==> src/rtl/pmod_link_scheduler_pkg.sv <==
// Shared definitions for the PMOD score link (master scheduler and slave receiver).
package pmod_link_pkg;

   typedef enum logic [1:0] {
      ST_IDLE  = 2'd0,
      ST_SHIFT = 2'd1,
      ST_GAP   = 2'd2
   } link_state_t;

   localparam int unsigned DEF_DATA_W       = 8;
   localparam int unsigned DEF_CLKS_PER_BIT = 2;
   localparam int unsigned DEF_GAP_BITS     = 4;

   // Frame = source tag followed by payload, LSB first.
   localparam int unsigned FRAME_W = DEF_DATA_W + 1;
   localparam int unsigned TAG_POS = 0;

   function automatic int unsigned frame_width(input int unsigned data_w);
      return data_w + 1;
   endfunction

endpackage

==> src/rtl/pmod_link_scheduler_rr_arbiter2.sv <==
// Two-way round-robin arbiter: combinational grant, registered last-grant memory.
module rr_arbiter2
   import pmod_link_pkg::*;
(
   input  logic clk,
   input  logic rst,
   input  logic req0,
   input  logic req1,
   input  logic grant_en,
   output logic grant0,
   output logic grant1
);

   logic last_grant;

   // Lone requester wins; on a tie the requester not served last wins.
   always_comb begin
      grant0 = req0 & (~req1 | last_grant);
      grant1 = req1 & (~req0 | ~last_grant);
   end

   // Remember who was served so the next tie goes the other way; reset favours requester 0.
   always_ff @(posedge clk or posedge rst) begin
      if (rst) begin
         last_grant <= 1'b1;
      end else if (grant_en) begin
         last_grant <= grant1;
      end
   end

endmodule

==> src/rtl/pmod_link_scheduler.sv <==
// PMOD score-link master: arbitrates two byte requesters, serialises a tagged frame, then idles a gap.
module pmod_link_scheduler
   import pmod_link_pkg::*;
#(
   parameter int unsigned CLKS_PER_BIT = DEF_CLKS_PER_BIT,
   parameter int unsigned DATA_W       = DEF_DATA_W,
   parameter int unsigned GAP_BITS     = DEF_GAP_BITS
) (
   input  logic              i_Clk,
   input  logic              i_Rst,
   input  logic              i_Req0,
   input  logic [DATA_W-1:0] i_Data0,
   output logic              o_Ack0,
   input  logic              i_Req1,
   input  logic [DATA_W-1:0] i_Data1,
   output logic              o_Ack1,
   output logic              o_Pmod_Data,
   output logic              o_Pmod_Frame,
   output logic              o_Busy
);

   localparam int unsigned FW      = frame_width(DATA_W);
   localparam int unsigned BIT_W   = $clog2(DATA_W + 2);
   localparam int unsigned DIV_W   = (CLKS_PER_BIT > 1) ? $clog2(CLKS_PER_BIT) : 1;
   localparam int unsigned GAP_CYC = GAP_BITS * CLKS_PER_BIT;
   localparam int unsigned GAP_W   = $clog2(GAP_CYC + 1);

   localparam logic [DIV_W-1:0] DIV_LAST = DIV_W'(CLKS_PER_BIT - 1);
   localparam logic [BIT_W-1:0] BIT_LAST = BIT_W'(FW - 1);
   localparam logic [GAP_W-1:0] GAP_LAST = GAP_W'(GAP_CYC - 1);

   link_state_t       state;
   logic [FW-1:0]     shreg;
   logic [BIT_W-1:0]  bit_cnt;
   logic [DIV_W-1:0]  div_cnt;
   logic [GAP_W-1:0]  gap_cnt;
   logic              ack0;
   logic              ack1;
   logic              frame;
   logic              busy;

   logic              grant_en;
   logic              win0;
   logic              win1;
   logic [FW-1:0]     load_word;

   assign grant_en = (state == ST_IDLE) && (i_Req0 || i_Req1);

   rr_arbiter2 u_arb (
      .clk      (i_Clk),
      .rst      (i_Rst),
      .req0     (i_Req0),
      .req1     (i_Req1),
      .grant_en (grant_en),
      .grant0   (win0),
      .grant1   (win1)
   );

   // Assemble the frame for whichever requester the arbiter picked.
   always_comb begin
      load_word          = '0;
      load_word[FW-1:1]  = win1 ? i_Data1 : i_Data0;
      load_word[TAG_POS] = win1;
   end

   // Link sequencer: the shift register's LSB is the bit on the wire, so clearing it silences the pin.
   always_ff @(posedge i_Clk or posedge i_Rst) begin
      if (i_Rst) begin
         state   <= ST_IDLE;
         shreg   <= '0;
         bit_cnt <= '0;
         div_cnt <= '0;
         gap_cnt <= '0;
         ack0    <= 1'b0;
         ack1    <= 1'b0;
         frame   <= 1'b0;
         busy    <= 1'b0;
      end else begin
         ack0 <= 1'b0;
         ack1 <= 1'b0;
         case (state)
            ST_IDLE: begin
               if (grant_en) begin
                  shreg   <= load_word;
                  bit_cnt <= '0;
                  div_cnt <= '0;
                  ack0    <= win0;
                  ack1    <= win1;
                  frame   <= 1'b1;
                  busy    <= 1'b1;
                  state   <= ST_SHIFT;
               end
            end
            ST_SHIFT: begin
               if (div_cnt == DIV_LAST) begin
                  div_cnt <= '0;
                  if (bit_cnt == BIT_LAST) begin
                     shreg   <= '0;
                     frame   <= 1'b0;
                     gap_cnt <= '0;
                     state   <= ST_GAP;
                  end else begin
                     bit_cnt <= bit_cnt + 1'b1;
                     shreg   <= shreg >> 1;
                  end
               end else begin
                  div_cnt <= div_cnt + 1'b1;
               end
            end
            ST_GAP: begin
               if (gap_cnt == GAP_LAST) begin
                  busy  <= 1'b0;
                  state <= ST_IDLE;
               end else begin
                  gap_cnt <= gap_cnt + 1'b1;
               end
            end
            default: begin
               shreg <= '0;
               frame <= 1'b0;
               busy  <= 1'b0;
               state <= ST_IDLE;
            end
         endcase
      end
   end

   assign o_Ack0       = ack0;
   assign o_Ack1       = ack1;
   assign o_Pmod_Data  = shreg[0];
   assign o_Pmod_Frame = frame;
   assign o_Busy       = busy;

endmodule

==> config.mk <==
export PLATFORM = sky130hd
export DESIGN_NAME = pmod_link_scheduler
export DESIGN_NICKNAME = d
export VERILOG_FILES = /design/src/rtl/pmod_link_scheduler_pkg.sv /design/src/rtl/pmod_link_scheduler_rr_arbiter2.sv /design/src/rtl/pmod_link_scheduler.sv
export SDC_FILE = /design/constraint.sdc
export NUM_CORES = 1
export LEC_CHECK = 0
export ABC_AREA = 1
export BUFFER_PORTS_ARGS = -buffer_cell sky130_fd_sc_hd__buf_2
export CAP_MARGIN = 20
export CORE_ASPECT_RATIO = 0.5
export CORE_MARGIN = 1.5
export CORE_UTILIZATION = 40
export CTS_BUF_LIST = sky130_fd_sc_hd__clkbuf_4 sky130_fd_sc_hd__clkbuf_8
export DETAILED_ROUTE_END_ITERATION = 16
export GPL_ROUTABILITY_DRIVEN = 1
export SYNTH_ARGS = -nofsm -noshare
export SYNTH_HDL_FRONTEND = slang
export SYNTH_SLANG_ARGS = --single-unit
==> constraint.sdc <==
create_clock -name i_Clk -period 1.6 [get_ports i_Clk]
set_input_delay 0.32 -clock i_Clk [delete_from_list [all_inputs] [get_ports i_Clk]]
set_output_delay 0.32 -clock i_Clk [all_outputs]
set_load 0.005 [all_outputs]
==> impl_metrics.yaml <==
pwr:
  p_leak_nw: 1.03
  vdd_drop_max_uv: 503
  power_per_cell_area_nw_per_um2: 1630
layout:
  n_antenna_cell: 0
  syn2layout_area_growth_pct: 17.6
  instances_no_fill: 291
  final_common_cell: "nand2_1"
  final_nets: 264
  drive_above_1_share_pct: 22.9
  final_cell_mix: "nand2_1 (90), inv_1 (30), dfrtp_1 (24), buf_2 (24), nand3_1 (20)"
routing:
  drt_pass1_iterations: 4
  vias: 1297
  wl_per_cell_um: 9.99
  via_per_inst: 4.46
  drtAntennaViolNets: 0
  wirelength_um: 2910
  drc: 0
  drt_iter0_markers: 24
worst_setup_path:
  path_class: "register to register"
  crit_path_start_kind: "register"
  end_kind: "register"
  critPathMaxFanout: 5
  cp_cell_sequence: "inv_1 > ha_1 > nand2_1 > nor2_1 > nand2_2 > nand2_1 > nor2_2 > nand2_1 > nand2_1"
  cp.required_ps: 1770
  cpLargestDelayFamily: "simple AND/OR/NAND/NOR gates"
  crit_buf_inv: 1
  critPathArrivalTime_ps: 1590
  max_stage_delay_ps: 420
  crit_slowest_cell: "dfrtp_1"
  crit_path_frequent_cell: "nand2_1"
sta:
  setup_viol: 0
  worst_slew_pin_slew_ps: 513
  setup_tns_ps: 0
  slew_violations: 0
  fin_worst_skew_ps: 2.71
  relSlewSlack_pct: 65.8
  rsz0062_at_grt: "false"
  maxClockFrequency_mhz: 704
  hold_viol: 0
  finalCritPeriodShare_pct: 88.8
  period_needed_ps: 1420
clock_network:
  htree_levels: 1
  cts_buffers: 3
  cts-root-buf: "clkbuf_8"
  clock_latency_ps: 270
  cts-resized-gates: 0
  cts_setup_buffers: 0
  cts_tree: "built"
  cts.sinks: 25
  clkTransAtPathRegs_ps: 90
  ctsHoldBuffers: 0
  clock_path_buffers: 2
floorplanning:
  die_w_um: 89.5
  die-height_um: 46.2
  start_util_pct: 42.6
  io_pins: 25
  rows: 15
  coreArea_um2: 3510
  die_area_um2: 4140
global_routing:
  grt_pass1_wl_um: 4940
  grt_pass1_vias: 1101
  grt_max_degree: 15
  grt_overflow: 0
  grt_use_total_pct: 16.2
  antenna_found_initial: 0
run_status:
  outcome: "completed"
min_path:
  min-delay-path-class: "primary input to async pin"
placed_design:
  dpl.hpwl_um: 2270
  place.gp.congestion: 0.790
  post-place-cells: 287
  numPortBuffers: 24
job:
  maxCapViolations: 0
synthesis:
  ys_seq_area_share_pct: 41.9
  postSynthCellCount: 210
  synth.avg_cell_area_um2: 7.12
  synth-seq-cells: 25
  synth_area_um2: 1500
  synth_warnings: 0
  syn-num-nets: 233
  ys_types: 25
## cells by family (layout without fill, tap and decap cells)
logic type	after synthesis	in the layout	share of synthesized area, %
buffers and inverters	35	65	9.20
DFF	25	25	41.9
adders and majority gates	3	3	2.51
and+or+nand+nor	140	140	43.3
xor gates and xnor gates	1	1	0.586
AOI/OAI and AO/OA	6	6	2.43
## stage by stage
step / hold WS (ps) / util (%) / power (mW) / worst slack (ps) / cell area, µm²
detailed placement: 380 / 48.7 / 2.50 / 181 / 1710
finish: 59.1 / 50.1 / 2.87 / 179 / 1760
global route: 86.2 / 50.1 / 3.15 / 42.0 / 1760
CTS: 80.9 / 50.1 / 2.90 / 167 / 1760
floorplan: 347 / - / 2.12 / 302 / 1500
global placement: 378 / 48.7 / 2.48 / 237 / 1710
## metal layers
metal  GRT usage (%)  routed length, µm
met5               0                  0
met4            6.15                 53
met3            4.30                 84
met2            24.4               1260
met1            22.4               1510
## cells in the mapped netlist (all sizes together)
cell type,count,area share (%)
nand4,2,0.84
xnor2,1,0.59
inv,34,8.9
ha,3,2.5
nor2,13,5.7
or2,3,1.3
o21ai,3,1.3
buf,1,0.33
a21oi,2,0.67
nand3,22,8.0
nand2,99,27
dfrtp,24,40
dfstp,1,1.8
o211ai,1,0.50
nand3b,1,0.50
## power breakdown
group / switching (mW) / total [mW] / internal [mW]
Clock: 0.209 / 0.405 / 0.196
Combinational: 0.899 / 1.41 / 0.515
Sequential: 0.177 / 1.05 / 0.871
## flip-flops by register name, indices dropped and copies added (netlist names)
register / cells
o_Ack1: 1
u_arb.last_grant: 1
state: 2
o_Busy: 1
bit_cnt: 4
shreg: 9
gap_cnt: 4
o_Ack0: 1
div_cnt: 1
o_Pmod_Frame: 1
## final timing paths
check	from	to	slack (ps)	cells past startpoint
max	bit_cnt[0]	bit_cnt[1]	180	9
min	i_Rst	shreg[6]	60	2
max reg2reg	bit_cnt[0]	bit_cnt[1]	180	9
min reg2reg	o_Pmod_Frame	o_Pmod_Frame	470	2
max in group asynchronous	i_Rst	state[1]	1090	3
min in group i_Clk	i_Req0	o_Ack0	300	3
## layout make-up
type                       instances  area, µm²
sequential                        25        627
tap                               51       63.8
multi-input combinational        150        731
inverter                          34        133
timing repair buffer              27        155
fill                             371       1750
clock buffer                       4       48.8
Note: power is estimated with default switching activity, not from simulation.
